--- src/rtl/exercise7_mod_updown_counter.sv ---
// exercise7_mod_updown_counter
//   Modulo up/down counter with synchronous load, a one-cycle boundary pulse
//   (ovf) and a combinational at_limit flag.
//   SATURATE=0 wraps at the bounds; SATURATE=1 holds at the bounds.
//   Optional feature macro: MOD_COUNTER_STICKY_OVF_EN
//     defined   -> ovf_sticky latches every boundary event until load or rst
//     undefined -> ovf_sticky is tied to 0 and no sticky flop exists
//   Edge priority: rst > load > en > hold.
module exercise7_mod_updown_counter #(
  parameter int WIDTH    = 8,
  parameter int MAX_VAL  = 2**WIDTH-1,
  parameter bit SATURATE = 1'b0
) (
  input  logic             clk,
  input  logic             rst,
  input  logic             en,
  input  logic             up,
  input  logic             load,
  input  logic [WIDTH-1:0] load_val,
  output logic [WIDTH-1:0] count,
  output logic             at_limit,
  output logic             ovf,
  output logic             ovf_sticky
);

  // Reject illegal parameterisations at elaboration time. WIDTH is capped so
  // that 2**WIDTH-1 is representable in the int used for MAX_VAL.
  generate
    if (WIDTH < 1 || WIDTH > 31) begin : g_bad_width
      $error("exercise7_mod_updown_counter: WIDTH=%0d out of range 1..31", WIDTH);
    end
    if (MAX_VAL < 1 || MAX_VAL > (2**WIDTH)-1) begin : g_bad_max
      $error("exercise7_mod_updown_counter: MAX_VAL=%0d out of range 1..%0d",
             MAX_VAL, (2**WIDTH)-1);
    end
  endgenerate

  localparam logic [WIDTH-1:0] MAX_V = WIDTH'(MAX_VAL);
  localparam logic [WIDTH-1:0] ONE_V = WIDTH'(1);

  logic [WIDTH-1:0] count_q, count_d;
  logic             ovf_q, ovf_d;
  logic             at_max, at_zero;

  // Bound detection shared by the next-state logic and at_limit.
  assign at_max  = (count_q == MAX_V);
  assign at_zero = (count_q == '0);

  // Next-state: load (clamped to MAX_VAL) beats counting; boundary steps
  // either wrap or hold, and raise ovf for exactly the cycle they happen.
  // The +1 is only taken below MAX_VAL, so it can never overflow WIDTH bits.
  always_comb begin
    count_d = count_q;
    ovf_d   = 1'b0;
    if (load) begin
      count_d = (load_val > MAX_V) ? MAX_V : load_val;
    end else if (en) begin
      if (up) begin
        if (at_max) begin
          ovf_d   = 1'b1;
          count_d = SATURATE ? MAX_V : '0;
        end else begin
          count_d = count_q + ONE_V;
        end
      end else begin
        if (at_zero) begin
          ovf_d   = 1'b1;
          count_d = SATURATE ? '0 : MAX_V;
        end else begin
          count_d = count_q - ONE_V;
        end
      end
    end
  end

  // Counter and pulse registers; reset clears both regardless of other inputs.
  always_ff @(posedge clk) begin
    if (rst) begin
      count_q <= '0;
      ovf_q   <= 1'b0;
    end else begin
      count_q <= count_d;
      ovf_q   <= ovf_d;
    end
  end

  assign count    = count_q;
  assign ovf      = ovf_q;
  assign at_limit = (up && at_max) || (!up && at_zero);

`ifdef MOD_COUNTER_STICKY_OVF_EN
  logic sticky_q, sticky_d;

  // Sticky flag: load clears it (ovf_d is never set on a load edge, so a
  // load wins over a same-edge boundary event); otherwise any event sets it.
  always_comb begin
    sticky_d = sticky_q;
    if (load) begin
      sticky_d = 1'b0;
    end else if (ovf_d) begin
      sticky_d = 1'b1;
    end
  end

  // Sticky register, cleared by reset.
  always_ff @(posedge clk) begin
    if (rst) begin
      sticky_q <= 1'b0;
    end else begin
      sticky_q <= sticky_d;
    end
  end

  assign ovf_sticky = sticky_q;
`else
  assign ovf_sticky = 1'b0;
`endif

endmodule

--- config.mk ---
export PLATFORM = sky130hd
export DESIGN_NAME = exercise7_mod_updown_counter
export DESIGN_NICKNAME = d
export VERILOG_FILES = /design/src/rtl/exercise7_mod_updown_counter.sv
export SDC_FILE = /design/constraint.sdc
export NUM_CORES = 1
export LEC_CHECK = 0
export BUFFER_PORTS_ARGS = -buffer_cell sky130_fd_sc_hd__clkbuf_2
export CAP_MARGIN = 20
export CELL_PAD_IN_SITES_DETAIL_PLACEMENT = 1
export CELL_PAD_IN_SITES_GLOBAL_PLACEMENT = 2
export CORE_MARGIN = 4
export CORE_UTILIZATION = 27
export DETAILED_ROUTE_END_ITERATION = 6
export GPL_TIMING_DRIVEN = 1
export PLACE_DENSITY_LB_ADDON = 0.05
export SYNTH_ARGS = -nofsm -noshare
export SYNTH_HDL_FRONTEND = slang
export SYNTH_SLANG_ARGS = --single-unit
--- constraint.sdc ---
create_clock -name clk -period 2.2 [get_ports clk]
set_clock_uncertainty 0.15 [all_clocks]
set_input_delay 0.22 -clock clk [delete_from_list [all_inputs] [get_ports clk]]
set_output_delay 0.22 -clock clk [all_outputs]
set_load 0.01 [all_outputs]
==> reports/metrics.csv, run 1 <==
stage,metric,value,unit
status,status,completed,
floorplanning,pin_count,24,
timing,setup_viol_count_final,0,
timing,fmax,493,MHz
clock_tree,cts_tree,built,
setup_path,required,1830,ps
placed_design,place.gp.congestion,0.772,
synthesis,syn-num-nets,122,
layout,n_antenna_cell,0,
clock_tree,htree_num_levels,1,
placed_design,place_ws,290,ps
layout,final_design_area_no_fill,933,µm²
timing,layout_min_cycle_time,2030,ps
placed_design,dp_cells,153,
placed_design,hpwl,1920,µm
hold_path,hp-class,input pin to flop,
timing,timing.final.ws_setup,173,ps
layout,num-fill-cells,345,
setup_path,r2r-end,count[3]$_SDFFE_PP0P_,
hold_path,hold_path_end,count[1]$_SDFFE_PP0P_,
clock_tree,cts_hold_buffers,0,
global_routing,grt_pass1_wl,4000,µm
global_routing,grt_pass1_vias,777,
route,via_per_inst,5.38,
power_and_ir_drop,power_leakage,0.396,nW
timing,rsz0062_at_grt,no,
timing,period_share,0.921,
synthesis,synth-seq-area-share,0.231,
setup_path,cp-end-kind,output port,
clock_tree,clkTransAtPathRegs,70,ps
floorplanning,die_w,61.8,µm
floorplanning,die_h,61.8,µm
hold_path,hold_path.startpoint,load_val[1],
setup_path,critPathKind,flop to output port,
clock_tree,clock_sinks,9,
clock_tree,postCtsSetupBuffers,0,
clock_tree,cts_resized,0,
setup_path,worst_setup_path_start_kind,flop,
route,dr.pass1.iters,4,
hold_path,hold-path-cell-count,3,
power_and_ir_drop,ir_worst_vdd,0.000215,V
global_routing,grt_start_max_net_pins,15,
synthesis,synth_cell_type_count,42,
synthesis,async_reset_ff_frac,0,
layout,nets,143,
synthesis,syn_inst,106,
timing,finalSetupTns,0,ps
synthesis,synth.avg_cell_area,7.37,µm²
clock_tree,clk_path_buf_depth,2,
clock_tree,cts_buffers,3,
route,drc,0,
layout,layout-drive-gt1-share,0.286,
setup_path,ff2ff_setup_slack,250,ps
synthesis,synth_seq_cells,9,
route,wirelength,2530,µm
layout,syn_to_final_growth,19.6,%
timing,whs,42.4,ps
synthesis,yosys_most_used_dff,dfxtp_1,
setup_path,crit_fanout,9,
clock_tree,root_buffer,clkbuf_4,
power_and_ir_drop,powerDensity,554,nW/µm²
floorplanning,fp-row-count,19,
route,post_drt_wl_per_cell,16.1,µm
global_routing,track_usage,0.147,
floorplanning,initial_core_util,0.283,
timing,slew_viol_final,0,
setup_path,r2r_cells,6,
route,final_antenna_net_count,0,
route,drtIter0Drc,27,
global_routing,antenna_found_initial,0,
placed_design,port_buffers,22,
synthesis,yosys_warnings,0,
job,drv_cap,0,
setup_path,rr_startpoint,count[0]$_SDFFE_PP0P_,
floorplanning,die-area,3820,µm²
placed_design,place_area,906,µm²
setup_path,worstPathArrival,1660,ps
floorplanning,core-area,2760,µm²
clock_tree,worst_skew_pair.late_latency,260,ps
layout,layoutNonFillerInstCount,157,
route,vias,844,
synthesis,synthesis.area,781,µm²
synthesis,synth_edf_count,0,
global_routing,grt_overflow,0,
timing,hold_viol,0,
-- power by group --
group          switching [mW]  internal [mW]  total [mW]
combinational          0.0953         0.0769       0.172
clock                  0.0620         0.0700       0.132
sequential             0.0356          0.178       0.213
total                   0.193          0.325       0.517
-- stage by stage --
| step | power [mW] | utilization |
|---|---|---|
| 4_1_cts | 0.528 | 0.338 |
| 3_3_place_gp | 0.386 | 0.328 |
| 6_report | 0.517 | 0.338 |
| 2_1_floorplan | 0.329 | - |
| 5_1_grt | 0.556 | 0.338 |
| 3_5_place_dp | 0.389 | 0.328 |
-- critical path: stages, from the launching register on --
cell and delay (ps):
dfxtp_1 560, and4_1 270, nand3_1 160, o21ai_1 230, clkbuf_2 160
-- metal layers --
metal,vias to the layer above,routed length (µm),share of wire,global-route usage
met1,386,1270,0.50,0.205
met5,-,0,0,0
met3,4,115,0.045,0.0248
met4,0,29,0.011,0.0545
li1,427,-,-,-
met2,27,1120,0.44,0.227
-- cells in the final DEF, fill, tap and decap left out, types with 2 or more instances in the layout --
cell	Yosys	layout
a21oi_1	10	10
a31oi_1	4	4
buf_4	2	3
clkbuf_2	1	22
clkbuf_4	0	3
dfxtp_1	9	8
ha_1	3	3
inv_1	7	7
mux2i_1	3	3
nand2_1	10	10
nand3_1	4	4
nand4_1	2	2
nor2_1	9	9
nor2b_1	2	2
nor3_1	3	3
o21ai_0	4	4
o22ai_1	3	3
o31ai_1	2	2
-- Yosys cell counts (2+ instances only) --
cell type	count	area share
mux2i_1	3	0.038
inv_1	7	0.034
nor2b_1	2	0.016
o21ai_0	4	0.026
a31oi_1	4	0.032
buf_1	2	0.0096
o31ai_1	2	0.019
ha_1	3	0.048
buf_4	2	0.019
nor2_1	9	0.043
nor3_1	3	0.019
nand4_1	2	0.016
buf_2	3	0.019
o22ai_1	3	0.024
nand3_1	4	0.026
dfxtp_1	9	0.23
a21oi_1	10	0.064
nand2_1	10	0.048
-- worst max-delay path by stage --
stage / startpoint / to / slack, ps / cells after the start
2_1_floorplan: count[0]$_SDFFE_PP0P_ / count[6]$_SDFFE_PP0P_ / 330 / 8
3_3_place_gp: count[0]$_SDFFE_PP0P_ / count[2]$_SDFFE_PP0P_ / 320 / 7
3_5_place_dp: count[0]$_SDFFE_PP0P_ / count[3]$_SDFFE_PP0P_ / 290 / 6
4_1_cts: count[2]$_SDFFE_PP0P_ / at_limit / 50 / 4
5_1_grt: count[4]$_SDFFE_PP0P_ / at_limit / 30 / 4
6_report: count[4]$_SDFFE_PP0P_ / at_limit / 170 / 4
-- state kept, by name, summed over array words and instances, names as in the netlist --
signal / cells
ovf: 1
count: 8
-- cells by family after synthesis --
family	after synthesis	synth area share
other cells	1	0.00480
buf+inv	16	0.0929
mux	3	0.0385
xor+xnor	1	0.0112
simple gates	39	0.282
flops	9	0.231
fa+ha+maj	3	0.0481
compound gates	34	0.292
-- cell type report --
| class | count | area, µm² | share of cell area |
|---|---|---|---|
| Inverter | 7 | 26.3 | 0.0282 |
| Clock buffer | 4 | 26.3 | 0.0282 |
| Timing Repair Buffer | 25 | 133 | 0.142 |
| Tap cell | 31 | 38.8 | 0.0416 |
| Sequential cell | 9 | 181 | 0.194 |
| Multi-Input combinational cell | 81 | 528 | 0.566 |
(Power assumes the default switching activity.)
==> inputs of run 2 (changes only) <==
--- a/config.mk
+++ b/config.mk
@@ -9,8 +9,10 @@
 export CAP_MARGIN = 20
 export CELL_PAD_IN_SITES_DETAIL_PLACEMENT = 1
 export CELL_PAD_IN_SITES_GLOBAL_PLACEMENT = 2
+export CORE_ASPECT_RATIO = 1.25
 export CORE_MARGIN = 4
 export CORE_UTILIZATION = 27
+export CTS_CLUSTER_DIAMETER = 30
 export DETAILED_ROUTE_END_ITERATION = 6
 export GPL_TIMING_DRIVEN = 1
 export PLACE_DENSITY_LB_ADDON = 0.05
==> run 2 against run 1 <==
  * Clock power rose by 4%
  * Final cell count increased by 1.3%
  * Sequential share of layout area up 0.22 points
  * Sequential power rose by 3%
  * Combinational power shrank 3%
  * Highest routed layer unchanged
  * Largest cell class unchanged
==> reports/metrics.csv, run 2 (synthesis results as in run 1) <==
stage,metric,value,unit,change
setup_path,crit_fanout,9,,unchanged
power_and_ir_drop,p_switching,0.197,mW,+2.3%
setup_path,rr_startpoint,count[1]$_SDFFE_PP0P_,,
layout,final_cell_mix,"22 x clkbuf_2, 10 x nand2_1, 10 x a21oi_1",,
floorplanning,fp-row-count,21,,+2
timing,period_share,0.900,,-0.0219
clock_tree,postCtsSetupBuffers,0,,unchanged
clock_tree,clkTransAtPathRegs,70,ps,about the same
setup_path,worstPathArrival,1610,ps,-50 ps
global_routing,track_usage,0.147,,about the same
floorplanning,die_w,56.1,µm,-9.2%
power_and_ir_drop,pwr-share-clk,0.262,,+0.007
setup_path,path_buf_inv,2,,+1
timing,hold_viol,0,,unchanged
floorplanning,core-area,2730,µm²,-0.91%
global_routing,grt_start_max_net_pins,15,,unchanged
clock_tree,cts_resized,0,,unchanged
floorplanning,pin_count,24,,unchanged
floorplanning,die-area,3820,µm²,+0.13%
layout,nets,142,,-0.70%
power_and_ir_drop,pwr-share-seq,0.420,,+0.008
layout,largest_register_ffs,8,,unchanged
clock_tree,cts_tree,built,,
global_routing,grt_overflow,0,,unchanged
route,wirelength,2440,µm,-3.7%
layout,layout-drive-gt1-share,0.304,,+0.0183
power_and_ir_drop,powerDensity,556,nW/µm²,+0.23%
power_and_ir_drop,swShare,0.377,,+0.00421
setup_path,cp-end-kind,output port,,
layout,n_antenna_cell,0,,unchanged
timing,finalSetupTns,0,ps,unchanged
setup_path,r2r-end,count[6]$_SDFFE_PP0P_,,
setup_path,worst_setup_path_start_kind,flop,,
global_routing,grt_pass1_vias,907,,+17%
timing,slew_viol_final,0,,unchanged
hold_path,hp-class,input pin to flop,,
route,vias,862,,+2.1%
clock_tree,worst_skew_pair.late_latency,270,ps,about the same
clock_tree,clock_sinks,9,,unchanged
power_and_ir_drop,power_frac_comb,0.318,,-0.015
route,drc,0,,unchanged
floorplanning,initial_core_util,0.286,,+0.00259
timing,layout_min_cycle_time,1980,ps,-48.2 ps
setup_path,slowest_stage,dfxtp_1,,
route,final_antenna_net_count,0,,unchanged
placed_design,place.gp.congestion,0.746,,-3.5%
setup_path,ff2ff_setup_slack,340,ps,+90 ps
clock_tree,root_buffer,clkbuf_4,,
route,dr.pass1.iters,4,,unchanged
timing,setup_viol_count_final,0,,unchanged
global_routing,antenna_found_initial,0,,unchanged
setup_path,r2r_cells,7,,+1
setup_path,required,1830,ps,about the same
power_and_ir_drop,ir_worst_vdd,0.000290,V,+35%
job,drv_cap,0,,unchanged
clock_tree,cts_hold_buffers,0,,unchanged
clock_tree,htree_num_levels,1,,unchanged
route,via_per_inst,5.42,,+0.85%
layout,num-fill-cells,345,,unchanged
timing,whs,30.5,ps,-11.9 ps
power_and_ir_drop,power_leakage,0.398,nW,+0.31%
layout,syn_to_final_growth,20.7,%,
layout,layout_commonest_cell,clkbuf_2,,
route,post_drt_wl_per_cell,15.3,µm,-4.9%
setup_path,max_stage_delay,410,ps,-150 ps
setup_path,critPathKind,flop to output port,,
setup_path,critical_path.startpoint,count[1]$_SDFFE_PP0P_,,
global_routing,grt_pass1_wl,4390,µm,+9.6%
power_and_ir_drop,intPower,0.326,mW,+0.49%
floorplanning,die_h,68.1,µm,+10%
clock_tree,clk_path_buf_depth,2,,unchanged
placed_design,port_buffers,22,,unchanged
setup_path,crit_end,at_limit,,
setup_path,path_depth,6,,+2
placed_design,hpwl,1920,µm,-0.24%
status,status,completed,,
clock_tree,cts_buffers,3,,unchanged
route,drtIter0Drc,11,,-59%
timing,rsz0062_at_grt,no,,
setup_path,path_cells,inv_1 -> ha_1 -> nor4b_4 -> nand2_1 -> o21ai_1 -> clkbuf_2,,
timing,fmax,505,MHz,+2.4%
setup_path,crit_family,flip-flops,,
run 2: cell count changes in the layout (fill, tap and decap cells not counted), sizes merged:
| cell | change |
|---|---|
| buf | -1 |
run 2: metal layers:
layer | GRT usage | routed length, µm | vias to the layer above
met3 | 0.0340 | 119 | 7
met4 | 0.0801 | 57 | 0
met5 | 0 | 0 | -
li1 | - | - | 421
met2 | 0.247 | 1200 | 23
met1 | 0.175 | 1060 | 411
run 2: cell type report:
class,count,area [µm²],share of cell area
repair buffers,24,125,0.133
inverters,7,26.3,0.0279
clock buffers,4,26.3,0.0279
well taps,34,42.5,0.0452
multi-input cells,81,537,0.570
flip-flops and latches,9,185,0.197
run 2: worst min path at each step:
stage,from,end,slack (ps),cells after the start
6_report,load_val[1],count[1]$_SDFFE_PP0P_,30,3
3_3_place_gp,load_val[1],count[1]$_SDFFE_PP0P_,300,3
3_5_place_dp,load_val[1],count[1]$_SDFFE_PP0P_,310,3
4_1_cts,load_val[1],count[1]$_SDFFE_PP0P_,30,3
5_1_grt,load_val[2],count[2]$_SDFFE_PP0P_,30,3
2_1_floorplan,load_val[1],count[1]$_SDFFE_PP0P_,210,2
run 2: worst min-delay path: stages:
cell and delay (ps):
clkbuf_2 70, a21oi_1 50, nor2_1 70
run 2: stage by stage:
step                      cells  total power, mW  utilization  setup slack (ps)  area [µm²]
after floorplan             106            0.329            -               326         781
after global placement      155            0.384        0.330               318         902
after detailed placement    155            0.387        0.330               277         902
after CTS                   159            0.525        0.340              32.6         928
after global routing        159            0.572        0.345              24.2         942
final                       159            0.523        0.345               221         942
run 2: power by group through the flow:
stage	registers, mW	clock network, mW	logic (mW)
6_report	0.220	0.137	0.167
5_1_grt	0.226	0.154	0.192
4_1_cts	0.218	0.141	0.166
3_5_place_dp	0.221	0	0.165
3_3_place_gp	0.221	0	0.163
2_1_floorplan	0.205	0	0.124
==> inputs of run 3 (changes only) <==
--- a/config.mk
+++ b/config.mk
@@ -15,6 +15,7 @@
 export CTS_CLUSTER_DIAMETER = 30
 export DETAILED_ROUTE_END_ITERATION = 6
 export GPL_TIMING_DRIVEN = 1
+export HOLD_SLACK_MARGIN = 0.12
 export PLACE_DENSITY_LB_ADDON = 0.05
 export SYNTH_ARGS = -nofsm -noshare
 export SYNTH_HDL_FRONTEND = slang
==> run 3 against run 2 <==
  * Critical path depth stayed put
  * Power is 0.95% higher
  * Sequential power hardly changed
  * Non-clock buffer count is 4 higher
  * Die area stayed put
  * Largest cell class unchanged
  * Highest routed layer unchanged
==> reports/metrics.csv, run 3 (synthesis results as in run 1) <==
stage,metric,value,unit,change
global_routing,grt_start_max_net_pins,15,,unchanged
floorplanning,pin_count,24,,unchanged
status,status,completed,,
route,met1_length,1070,µm,+0.85%
floorplanning,die_w,56.1,µm,unchanged
timing,setup_viol_count_final,0,,unchanged
layout,layout_commonest_cell,clkbuf_2,,
global_routing,grt_pass1_wl,4430,µm,+0.93%
global_routing,grt_pass1_vias,916,,+0.99%
setup_path,max_stage_delay,410,ps,about the same
hold_path,hp-class,input pin to flop,,
route,via_per_inst,5.35,,-1.3%
timing,finalSetupTns,0,ps,unchanged
layout,layoutNonFillerInstCount,163,,+2.5%
timing,period_share,0.899,,about the same
timing,hold_viol,0,,unchanged
setup_path,path_cells,inv_1 -> ha_1 -> nor4b_4 -> nand2_1 -> o21ai_1 -> clkbuf_2,,
layout,nets,146,,+2.8%
timing,slew_viol_final,0,,unchanged
setup_path,critPathKind,flop to output port,,
clock_tree,postCtsSetupBuffers,0,,unchanged
clock_tree,root_buffer,clkbuf_4,,
timing,layout_min_cycle_time,1980,ps,-0.583 ps
layout,num-fill-cells,341,,-1.2%
layout,largest_register_ffs,8,,unchanged
setup_path,crit_fanout,9,,unchanged
route,wl_met3,109,µm,-8.4%
clock_tree,clock_sinks,9,,unchanged
job,drv_cap,0,,unchanged
layout,n_antenna_cell,0,,unchanged
setup_path,ff2ff_setup_slack,340,ps,about the same
power_and_ir_drop,power_leakage,0.414,nW,+4.2%
timing,fmax,505,MHz,about the same
layout,final_cell_mix,"22 x clkbuf_2, 10 x nand2_1, 10 x a21oi_1",,
route,wirelength,2450,µm,+0.70%
route,dr.pass1.iters,2,,-2
setup_path,cp-end-kind,output port,,
placed_design,place.gp.congestion,0.746,,unchanged
route,drtIter0Drc,6,,-5
clock_tree,clkTransAtPathRegs,70,ps,about the same
setup_path,crit_family,flip-flops,,
floorplanning,initial_core_util,0.286,,unchanged
floorplanning,fp-row-count,21,,unchanged
placed_design,port_buffers,22,,unchanged
placed_design,dp_cells,155,,unchanged
placed_design,hpwl,1920,µm,unchanged
global_routing,antenna_found_initial,0,,unchanged
setup_path,worst_setup_path_start_kind,flop,,
floorplanning,core-area,2730,µm²,unchanged
layout,multi_input_area,537,µm²,unchanged
setup_path,required,1830,ps,about the same
layout,layout-drive-gt1-share,0.295,,-0.00943
clock_tree,cts_buffers,3,,unchanged
layout,syn_to_final_growth,25.8,%,
setup_path,worstPathArrival,1610,ps,about the same
setup_path,path_buf_inv,2,,unchanged
global_routing,track_usage,0.148,,+0.00119
clock_tree,cts_tree,built,,
global_routing,grt_overflow,0,,unchanged
power_and_ir_drop,ir_worst_vdd,0.000289,V,-0.34%
clock_tree,htree_num_levels,1,,unchanged
route,route.met2.wl,1220,µm,+1.9%
layout,seqCellArea,185,µm²,unchanged
setup_path,slowest_stage,dfxtp_1,,
power_and_ir_drop,powerDensity,538,nW/µm²,-3.2%
clock_tree,worst_skew_pair.late_latency,270,ps,about the same
route,final_antenna_net_count,0,,unchanged
route,vias,872,,+1.2%
timing,rsz0062_at_grt,no,,
route,highest_layer,met4,,
floorplanning,die_h,68.1,µm,unchanged
floorplanning,die-area,3820,µm²,unchanged
route,drc,0,,unchanged
layout,final_util,0.359,,+0.0147
clock_tree,clk_path_buf_depth,2,,unchanged
route,post_drt_wl_per_cell,15.1,µm,-1.8%
[run 3: cell types whose count changed in the layout (fill, tap and decap cells not counted)]
cell / change
dlygate4sd3_1: +4
[run 3: area by class of cell]
type / count / share of cell area
multi-input combinational: 81 / 0.546
sequential: 9 / 0.189
timing repair buffer: 28 / 0.168
tap: 34 / 0.0433
clock buffer: 4 / 0.0268
inverter: 7 / 0.0268
[run 3: per-stage QoR]
step                      hold slack [ps]  total power [mW]  instance area, µm²  setup slack (ps)
after global routing                  161             0.577                 982              24.2
after detailed placement              311             0.387                 902               277
final                                 134             0.528                 982               221
after CTS                             136             0.530                 968              32.6
after global placement                298             0.384                 902               318
after floorplan                       213             0.329                 781               326
[run 3: worst paths after layout]
kind | depth (start not counted) | end | start
max | 6 | at_limit | count[1]$_SDFFE_PP0P_
min | 5 | count[7]$_SDFFE_PP0P_ | load_val[7]
max reg2reg | 7 | count[6]$_SDFFE_PP0P_ | count[1]$_SDFFE_PP0P_
min reg2reg | 2 | count[0]$_SDFFE_PP0P_ | count[0]$_SDFFE_PP0P_
[run 3: where the power goes]
group          leakage, nW  internal, mW  switching, mW
registers           0.0757         0.179         0.0410
clock network       0.0150        0.0702         0.0665
logic                0.324        0.0818         0.0902
[run 3: routing by layer]
layer,vias to the layer above,global-route usage
li1,433,-
met1,413,0.178
met2,20,0.247
met3,6,0.0340
met4,0,0.0801
met5,-,0
[run 3: tightest hold or removal path, stage by stage]
cell and delay (ps):
clkbuf_2 80, inv_1 40, a21oi_1 50, o21ai_0 70
a31oi_1 40
[run 3: timing repair]
item | CTS | global route
gates resized for setup | 0 | 5
setup endpoints to repair | 0 | 1
hold buffers | 4 | 0
endpoints found under the hold margin | 4 | 0
